<file path="config.mk">
export PLATFORM = sky130hd
export DESIGN_NAME = mac8_dot_seq
export DESIGN_NICKNAME = d
export VERILOG_FILES = /design/src/rtl/mac8_dot_seq.sv
export SDC_FILE = /design/constraint.sdc
export NUM_CORES = 1
export LEC_CHECK = 0
export CORE_UTILIZATION = 47
export CTS_CLUSTER_SIZE = 30
export DETAILED_ROUTE_END_ITERATION = 10
export PLACE_DENSITY = 0.94
export SYNTH_ARGS = -nofsm -noshare
export SYNTH_HDL_FRONTEND = slang
export SYNTH_SLANG_ARGS = --single-unit
export TNS_END_PERCENT = 1
</file>
<file path="constraint.sdc">
create_clock -name clk -period 4.9 [get_ports clk]
set_clock_uncertainty 0.05 [all_clocks]
set_input_delay 1.47 -clock clk [delete_from_list [all_inputs] [get_ports clk]]
set_output_delay 1.47 -clock clk [all_outputs]
set_load 0.005 [all_outputs]
</file>
<file path="src/rtl/mac8_dot_seq.sv">
// rtl/mac8_dot_seq.sv - sequencer feeding an external 8x8 MAC to compute one dot product per job
module mac8_dot_seq #(
    parameter int LEN_W = 16
) (
    input  logic                    clk,
    input  logic                    rst_n,
    input  logic                    start,
    input  logic [LEN_W-1:0]        len,
    input  logic                    abort,
    input  logic                    op_valid,
    output logic                    op_ready,
    input  logic signed [7:0]       op_a,
    input  logic signed [7:0]       op_b,
    output logic signed [7:0]       mac_a,
    output logic signed [7:0]       mac_b,
    output logic                    mac_en,
    output logic                    mac_clr,
    input  logic signed [31:0]      mac_acc,
    output logic                    res_valid,
    input  logic                    res_ready,
    output logic signed [31:0]      res_data,
    output logic                    busy,
    output logic                    err_len,
    output logic [LEN_W-1:0]        beats_done
);

    typedef enum logic [2:0] {
        S_IDLE,
        S_CLEAR,
        S_RUN,
        S_DRAIN,
        S_OUT
    } state_t;

    state_t             state;
    state_t             state_nxt;
    logic [LEN_W-1:0]   len_q;
    logic [LEN_W-1:0]   beats_q;
    logic [LEN_W-1:0]   beats_inc;
    logic signed [31:0] res_q;
    logic               err_q;
    logic               in_idle;
    logic               kill;
    logic               accept_start;
    logic               last_beat;

    assign in_idle      = (state == S_IDLE);
    // abort only acts on an active job; in IDLE it is ignored entirely
    assign kill         = abort && !in_idle;
    assign accept_start = in_idle && start && (len != '0);
    assign beats_inc    = beats_q + {{(LEN_W-1){1'b0}}, 1'b1};
    assign last_beat    = mac_en && (beats_inc == len_q);

    assign res_data   = res_q;
    assign err_len    = err_q;
    assign beats_done = beats_q;

    // State register
    always_ff @(posedge clk or negedge rst_n) begin
        if (!rst_n) begin
            state <= S_IDLE;
        end else begin
            state <= state_nxt;
        end
    end

    // Next-state and handshake outputs; abort masks op_ready/res_valid so a
    // coincident beat or result handshake is never counted
    always_comb begin
        state_nxt = state;
        op_ready  = 1'b0;
        res_valid = 1'b0;
        mac_clr   = 1'b0;
        busy      = !in_idle;
        case (state)
            S_IDLE: begin
                if (accept_start) begin
                    state_nxt = S_CLEAR;
                end
            end
            S_CLEAR: begin
                mac_clr   = 1'b1;
                state_nxt = S_RUN;
            end
            S_RUN: begin
                op_ready = !abort;
                if (last_beat) begin
                    state_nxt = S_DRAIN;
                end
            end
            S_DRAIN: begin
                state_nxt = S_OUT;
            end
            S_OUT: begin
                res_valid = !abort;
                if (res_ready && !abort) begin
                    state_nxt = S_IDLE;
                end
            end
            default: begin
                state_nxt = S_IDLE;
            end
        endcase
        if (kill) begin
            mac_clr   = 1'b1;
            state_nxt = S_IDLE;
        end
    end

    // MAC operand gating: operands are zeroed whenever no beat is accepted
    always_comb begin
        mac_en = op_valid && op_ready;
        mac_a  = mac_en ? op_a : 8'sd0;
        mac_b  = mac_en ? op_b : 8'sd0;
    end

    // Job bookkeeping: latched length, beat counter, result capture, length error pulse
    always_ff @(posedge clk or negedge rst_n) begin
        if (!rst_n) begin
            len_q   <= '0;
            beats_q <= '0;
            res_q   <= '0;
            err_q   <= 1'b0;
        end else begin
            err_q <= in_idle && start && (len == '0);
            if (accept_start) begin
                len_q   <= len;
                beats_q <= '0;
            end else if (mac_en) begin
                beats_q <= beats_inc;
            end
            // mac_acc already holds the final beat when DRAIN is reached
            if (state == S_DRAIN && !abort) begin
                res_q <= mac_acc;
            end
        end
    end

endmodule

</file>
After elaboration in Yosys (flattened, before gate mapping)
Index checks and enable logic that the tools add are counted.

cells by class
  eq/ne operators = 8
  muxes and demuxes = 13
  reductions and logical operators = 15
  $add $sub $neg = 1

operators by type and width
  operator               number
  $mux 16                2
  $add 16x1->16 const B  1
  $eq 16x16->1           1
  $logic_not 16->1       1
  $mux 8                 2
  $reduce_bool 16->1     1
  $pmux 3 s5             1
  $mux 3                 4
  $logic_and 1x1->1      8
  $eq 3x2->1 const B     2
  $ne 3x3->1 const B     2
  $mux 1                 4
  $eq 3x1->1 const B     1
  $eq 3x3->1 const B     1
  $logic_not 3->1        1
  $ne 3x1->1 const B     1
  $reduce_and 3->1       1
  $logic_not 1->1        2
  $reduce_bool 2->1      1

word-level totals
  output and inout bits = 70
  register bits = 68
  word-level logic and storage cells = 42
  bits of input ports = 70

Longest topological paths before layout
Gate-level depths: netlist of run 1.

  depth in word-level cells = 7
  depth in mapped cells = 8
  mapped depth without buffers = 6

Worst setup path before layout of run 1
No wires, ideal clock.

  path kind = input-to-output
  from = input abort
  to = output mac_a[5]
  buffers on the path = 1
  stages = 3
  arrival = 2276 ps
  path slack = 1104 ps
  data required time = 3380 ps
  cell sequence = nor4b_4 -> buf_2 -> and3_1

between the ends
  longest elaborated chain between the ends = 4

ends and longest elaborated chain
  what               line  RTL
  from (decl)        9     input logic abort,
  $logic_not 1->1    86    op_ready = !abort;
  $mux 1             75    case (state)
  via op_ready       11    output logic op_ready,
  $logic_and 1x1->1  112   mac_en = op_valid && op_ready;
  $mux 8             113   mac_a = mac_en ? op_a : 8'sd0;
  to (decl)          14    output logic signed [7:0] mac_a,

The timed path passes the listed nets, and every way through them passes these cells.

Worst setup path after layout of run 1
  from = input abort
  to = output mac_a[0]

between the ends
  longest elaborated chain between the ends = 4

ends and longest elaborated chain
  what               line
  $logic_not 1->1    86
  $mux 1             75
  $logic_and 1x1->1  112
  $mux 8             113

No other way between the ends.

==> results of run 1 <==
[power by group through the flow]
stage                     Sequential, µW  Clock, µW  Combinational, µW
after floorplan                      895          0                370
after global placement               902          0                786
after detailed placement             920          0                815
after CTS                            913        402                825
after global routing                 940        433                884
final                                912        393                815
[flip-flops by register name, indices dropped and copies added, names as in the netlist]
name / cells
beats_done: 16
err_len: 1
len_q: 16
res_data: 32
state: 3
[worst max-delay path, stage by stage]
cell and delay [ns]:
clkdlybuf4s50_1 0.46, nor4b_4 0.23, buf_4 0.25, and3_1 0.18
clkdlybuf4s50_1 0.51
[cell families (layout without fill, tap and decap cells)]
group,Yosys count,after routing,synth area share
DFF,68,68,0.492
AOI/OAI and AO/OA,22,22,0.0507
buffers and inverters,25,167,0.0369
muxes,34,34,0.110
and+or+nand+nor,148,148,0.220
adders and majority gates,1,1,0.00362
xor gates and xnor gates,34,34,0.0861
[through the flow]
stage	hold slack, ns	cells	instance area [µm²]	setup slack [ns]
after floorplan	0.415	332	3460	1.10
after global routing	0.476	570	5070	0.194
after CTS	0.454	570	5070	0.262
after global placement	0.434	554	4910	0.322
after detailed placement	0.436	554	4910	0.263
final	0.454	570	5070	0.265
[final timing paths]
path / start / endpoint / cells past startpoint / slack [ns]
min in group asynchronous: rst_n / len_q[4] / 1 / 1.15
max: abort / mac_a[0] / 5 / 0.26
min reg2reg: len_q[0] / len_q[0] / 2 / 0.45
max in group asynchronous: rst_n / len_q[6] / 2 / 2.71
min: len_q[0] / len_q[0] / 2 / 0.45
max reg2reg: beats_done[0] / state[0] / 6 / 2.53
[layout by cell type (no fill, tap or decap), drive strengths merged, types with 2 or more instances in the layout]
cell type      instances
a211oi                 2
a21oi                  3
a31oi                  2
and3                  19
and3b                  2
and4                   4
buf                    7
clkbuf                14
clkdlybuf4s50        138
clkinv                 2
dfrtp                 68
inv                    6
mux2                  33
nand2                 59
nand3                  7
nand4                  9
nor2                  26
nor3                   7
nor4                   6
nor4b                  2
o2111ai                2
o31ai                  2
o32ai                  3
xnor2                 15
xor2                  19
[layer usage]
metal,up-vias,global-route usage,routed length (µm),share of wire
met4,0,0.0879,114,0.013
met1,1455,0.283,3480,0.39
met3,11,0.0848,865,0.096
met2,130,0.440,4510,0.50
met5,-,0,0,0
li1,1436,-,-,-
[layout make-up]
class                      instances  area, µm²  share of cell area
multi-input combinational        239       1640               0.322
inverter                           6       22.5             0.00444
tap                               96        120              0.0237
timing repair buffer             145       1430               0.282
clock inverter                     2       10.0             0.00197
clock buffer                      14        153              0.0301
sequential                        68       1700               0.335
==> results.yml, run 1 <==
critical_path:
  endpoint_kind: "output port"
  critPathLaunchType: "input pin"
  crit_type: "in2out"
  critPathRequiredTime_ns: 3.38
  cp_max_fo: 19
  cp.arrival_ns: 3.12
logic_synthesis:
  synthTopCellsByArea: "dfrtp_1 49%, mux2_2 11%, nand2_1 6.3%"
  synthArstFlopShare: 1.00
  synth_top_area_cell: "dfrtp_1"
  netlist.area_leader.share: 0.492
  synth_common_cells: "68 x dfrtp_1, 58 x nand2_1, 33 x mux2_2"
  yosys.cell_types.count: 48
  synthCells: 332
  syn_nets: 403
  synth_edf_count: 0
  ys_warn_count: 0
  syn_area_um2: 3460
  synth_most_common_cell: "dfrtp_1"
  ys.flop_type: "dfrtp_1"
  synth_sequential_area_ratio: 0.492
  syn_avg_cell_area_um2: 10.4
  ys_seq_elements: 68
route:
  routedWlPerCell_um: 15.7
  viasPerCell: 5.32
  firstDrtPassIters: 5
  antenna_left: 0
  wirelength_mm: 8.97
  initialDrtViolationCount: 202
  drc: 0
  num_vias: 3032
timing:
  fin_crit_sh: 0.946
  slew_violations: 0
  period_minus_slack_ns: 4.64
  setup_viol: 0
  tightest_slew_ns: 0.776
  hold_viol_final: 0
  fin_setup_tns_ns: 0
  rsz0062_at_grt: "false"
  slew_headroom: 0.483
  fmax_mhz: 216
pwr:
  power_leakage_uw: 0.00221
  swShare: 0.308
  switchingPower_uw: 652
  intPower_uw: 1470
  clkPwrFrac: 0.185
  power.total_uw: 2120
  pwr-share-comb: 0.384
  p_seq_frac: 0.430
  p_per_area_nw_per_um2: 418
  peakVddDrop_mv: 0.313
clock_network:
  cts_setup_buffers: 0
  cts.repair.resized: 0
  cts_hold_buffers: 0
  cts_buffer_depth: 2
  cts_made_buffers: 9
  root_buffer: "clkbuf_8"
  cts.sinks: 68
  clk_pin_slew_ns: 0.07
  insertion_delay_ns: 0.34
  htreeDepth: 3
  cts_tree: "yes"
final_layout:
  final_nets: 540
  diodes: 0
  drive_gt1_frac: 0.129
  final_util: 0.731
  fill_cells: 489
  syn_to_final_growth_pct: 46.8
floorplanning:
  core_area_um2: 6940
  io_pins: 140
  die_h_um: 87.8
  start_util: 0.498
  dieArea_um2: 7700
  fp-row-count: 30
  dieWidth_um: 87.8
global_routing:
  antenna_found_initial: 0
  grt_max_degree: 36
  grt.total_usage: 0.250
  grt_first_pass_wirelength_mm: 14.5
  grt_pass1_vias: 3002
  overflow: 0
placed_design:
  gp_congestion: 0.792
  io_buffers: 139
  hpwl_mm: 6.77
run_status:
  status: "finished, final reports clean"
flow_run:
  cap_violations: 0
worst_hold_path:
  holdCritPathClass: "reg2reg"
Note: power is estimated with default switching activity, not from simulation.
==> run 2, diff against run 1 <==
CORE_ASPECT_RATIO = 0.8   (was unset)
==> results.yml, run 2 (synthesis results as in run 1) <==
run_status:
  status: "finished, violations left"
  violations: "design-rule violations"
global_routing:
  grt.total_usage: 0.259
  overflow: 0
  grt_max_degree: 39
  grt_first_pass_wirelength_mm: 15.4
  grt_pass1_vias: 3064
  antenna_found_initial: 0
timing:
  setup_viol: 0
  tightest_slew_ns: 0.685
  fin_setup_tns_ns: 0
  fin_crit_sh: 0.949
  fmax_mhz: 215
  hold_viol_final: 0
  slew_violations: 0
  slew_headroom: 0.542
  period_minus_slack_ns: 4.65
  rsz0062_at_grt: "false"
critical_path:
  rrSetupSlack_ns: 2.56
  critPathLaunchType: "input pin"
  crit_type: "in2out"
  cp.arrival_ns: 3.13
  cp_max_fo: 19
  critPathRequiredTime_ns: 3.38
  endpoint_kind: "output port"
final_layout:
  final_nets: 540
  final_util: 0.738
  final_cell_mix: "138 x clkdlybuf4s50_1, 68 x dfrtp_1, 58 x nand2_1"
  fill_cells: 506
  largest_reg_flops: 32
  syn_to_final_growth_pct: 49.2
  final_cells: 561
  diodes: 0
  final_common_cell: "clkdlybuf4s50_1"
  drive_gt1_frac: 0.137
clock_network:
  cts_buffer_depth: 2
  cts_hold_buffers: 0
  root_buffer: "clkbuf_8"
  cts.sinks: 68
  cts_tree: "yes"
  htreeDepth: 3
  cts.repair.resized: 0
  clk_pin_slew_ns: 0.07
  cts_setup_buffers: 0
  cts_made_buffers: 9
  insertion_delay_ns: 0.35
route:
  drc: 11
  num_vias: 3072
  wirelength_mm: 9.43
  initialDrtViolationCount: 278
  routedWlPerCell_um: 16.8
  viasPerCell: 5.48
  antenna_left: 0
  firstDrtPassIters: 8
placed_design:
  hpwl_mm: 7.04
  placed_cells: 545
  gp_congestion: 0.863
  io_buffers: 139
pwr:
  p_per_area_nw_per_um2: 450
  power_leakage_uw: 0.00226
  power.total_uw: 2320
  peakVddDrop_mv: 0.321
flow_run:
  cap_violations: 0
floorplanning:
  die_h_um: 78.7
  dieArea_um2: 7700
  dieWidth_um: 97.9
  io_pins: 140
  fp-row-count: 27
  start_util: 0.494
  core_area_um2: 6990
worst_hold_path:
  holdCritPathClass: "reg2reg"
run 2: per-layer routing:
metal	part of all wire	vias to the layer above	GRT usage
met5	0	-	0
met3	0.084	23	0.0678
met4	0.024	0	0.106
li1	-	1428	-
met2	0.51	159	0.448
met1	0.38	1462	0.311
run 2: critical path, cell delays in order:
cell	delay, ns
clkdlybuf4s50_1	0.46
nor4b_4	0.23
buf_4	0.26
and3_1	0.19
clkdlybuf4s50_1	0.51
run 2: area by class of cell:
type	count	area, µm²	share of cell area
sequential	68	1700	0.330
multi-input combinational	239	1640	0.317
timing repair buffer	145	1430	0.277
clock buffer	11	151	0.0293
tap	87	109	0.0211
clock inverter	5	106	0.0206
inverter	6	22.5	0.00437
run 2: worst paths after layout:
kind	end	from	depth (start not counted)
worst min-delay path	len_q[0]	len_q[0]	2
worst max-delay path	mac_b[2]	abort	5
worst min register to register	len_q[0]	len_q[0]	2
worst max register to register	state[0]	beats_done[0]	6
min in group asynchronous	beats_done[12]	rst_n	1
max in group asynchronous	res_data[0]	rst_n	2
run 2: per-stage QoR:
stage | setup WS [ns] | cell area [µm²] | hold WS, ns
after floorplan | 1.10 | 3460 | 0.415
after global placement | 0.310 | 4900 | 0.432
after detailed placement | 0.249 | 4900 | 0.439
after CTS | 0.246 | 5160 | 0.460
after global routing | 0.150 | 5160 | 0.478
final | 0.252 | 5160 | 0.460
run 2: report_power, final:
group	leakage, µW	internal (µW)	switching, µW
registers	0.000864	762	157
logic	0.00127	508	313
clock network	0.000126	367	212
total	0.00226	1640	682
==> run 3, diff against run 2 <==
CORE_MARGIN = 4   (was unset)
==> results.yml, run 3 (synthesis results as in run 1) <==
floorplanning:
  fp-row-count: 27
  io_pins: 140
  dieWidth_um: 104
  core_area_um2: 7030
  start_util: 0.492
  dieArea_um2: 8800
  die_h_um: 84.7
global_routing:
  grt_first_pass_wirelength_mm: 15.7
  antenna_found_initial: 0
  grt.total_usage: 0.224
  grt_pass1_vias: 3116
  overflow: 0
  grt_max_degree: 38
route:
  firstDrtPassIters: 4
  drc: 0
  wirelength_mm: 9.57
  num_vias: 3086
  viasPerCell: 5.49
  antenna_left: 0
  initialDrtViolationCount: 275
  routedWlPerCell_um: 17.0
critical_path:
  critical-path-top-delay-family: "buffers and inverters"
  regToRegStartpoint: "beats_done[0]"
  critPathSlowestCell: "clkdlybuf4s50_1"
  endpoint_kind: "output port"
  path_cells: "clkdlybuf4s50_1 > nor4b_4 > buf_4 > and3_1 > clkdlybuf4s50_1"
  critPathLaunchType: "input pin"
  critPathRequiredTime_ns: 3.38
  crit_path_start: "abort"
  cp.arrival_ns: 3.11
  cp_common_cell: "clkdlybuf4s50_1"
  crit_type: "in2out"
  crit_buf_inv: 3
  cp_slowest_stage_delay_ns: 0.51
  cp_max_fo: 17
final_layout:
  final_cell_mix: "138 x clkdlybuf4s50_1, 68 x dfrtp_1, 58 x nand2_1"
  largest_reg_flops: 32
  multi_input_comb_area_um2: 1640
  fill_cells: 506
  syn_to_final_growth_pct: 48.2
  seqCellArea_um2: 1700
  drive_gt1_frac: 0.139
  final_nets: 541
  final_common_cell: "clkdlybuf4s50_1"
  diodes: 0
timing:
  slew_violations: 0
  rsz0062_at_grt: "false"
  hold_viol_final: 0
  tightest_slew_ns: 0.802
  period_minus_slack_ns: 4.63
  fmax_mhz: 216
  fin_setup_tns_ns: 0
  fin_crit_sh: 0.945
  slew_headroom: 0.465
  setup_viol: 0
  whs_ns: 0.459
pwr:
  p_seq_frac: 0.409
  switchingPower_uw: 678
  clkPwrFrac: 0.224
  p_per_area_nw_per_um2: 436
  pwr-share-comb: 0.367
  intPower_uw: 1560
  swShare: 0.304
  peakVddDrop_mv: 0.300
  power_leakage_uw: 0.00224
clock_network:
  cts.repair.resized: 0
  root_buffer: "clkbuf_8"
  cts_made_buffers: 9
  insertion_delay_ns: 0.35
  cts_hold_buffers: 0
  clk_pin_slew_ns: 0.08
  htreeDepth: 3
  cts_setup_buffers: 0
  cts.sinks: 68
  cts_tree: "yes"
  cts_buffer_depth: 2
placed_design:
  io_buffers: 139
  gp_congestion: 0.900
  hpwl_mm: 7.27
flow_run:
  cap_violations: 0
worst_hold_path:
  holdCritStartpoint: "res_data[1]"
  holdCritPathClass: "reg2reg"
run_status:
  status: "finished, final reports clean"
-- run 3: final cells by class --
class | count | area share
inverter | 6 | 0.00440
sequential | 68 | 0.332
clock inverter | 7 | 0.0178
timing repair buffer | 146 | 0.281
tap | 87 | 0.0212
multi-input combinational | 239 | 0.319
clock buffer | 9 | 0.0242
-- run 3: through the flow --
| step | util | instances | setup slack (ns) | power, µW | area, µm² |
|---|---|---|---|---|---|
| floorplan | - | 332 | 1.10 | 1260 | 3460 |
| global placement | 0.699 | 546 | 0.315 | 1700 | 4910 |
| detailed placement | 0.699 | 546 | 0.279 | 1750 | 4910 |
| CTS | 0.729 | 562 | 0.270 | 2250 | 5120 |
| global route | 0.729 | 562 | 0.198 | 2380 | 5120 |
| finish | 0.729 | 562 | 0.268 | 2230 | 5120 |
-- run 3: power by group through the flow --
stage	registers [µW]	clock network, µW	logic [µW]
6_report	915	500	820
3_3_place_gp	902	0	794
4_1_cts	915	509	830
3_5_place_dp	924	0	823
2_1_floorplan	895	0	370
5_1_grt	940	542	893
-- run 3: final timing paths --
path	end	slack, ns	cells after the start
worst max-delay path	mac_b[1]	0.27	5
worst min-delay path	res_data[1]	0.46	1
worst max register to register	state[0]	2.62	6
worst min register to register	res_data[1]	0.46	1
max in group asynchronous	beats_done[0]	2.75	2
min in group asynchronous	beats_done[14]	1.16	1
-- run 3: per-layer routing --
| metal | global-route usage | part of all wire | up-vias |
|---|---|---|---|
| li1 | - | - | 1434 |
| met1 | 0.260 | 0.41 | 1493 |
| met2 | 0.386 | 0.50 | 140 |
| met3 | 0.0853 | 0.074 | 19 |
| met4 | 0.0676 | 0.017 | 0 |
| met5 | 0 | 0 | - |
-- run 3: worst register-to-register path, stage by stage (launching register included) --
cell	delay (ns)
dfrtp_1	0.48
ha_1	0.35
nand3_1	0.27
nor4_1	0.46
xnor2_1	0.17
o2111ai_1	0.14
o31ai_2	0.28
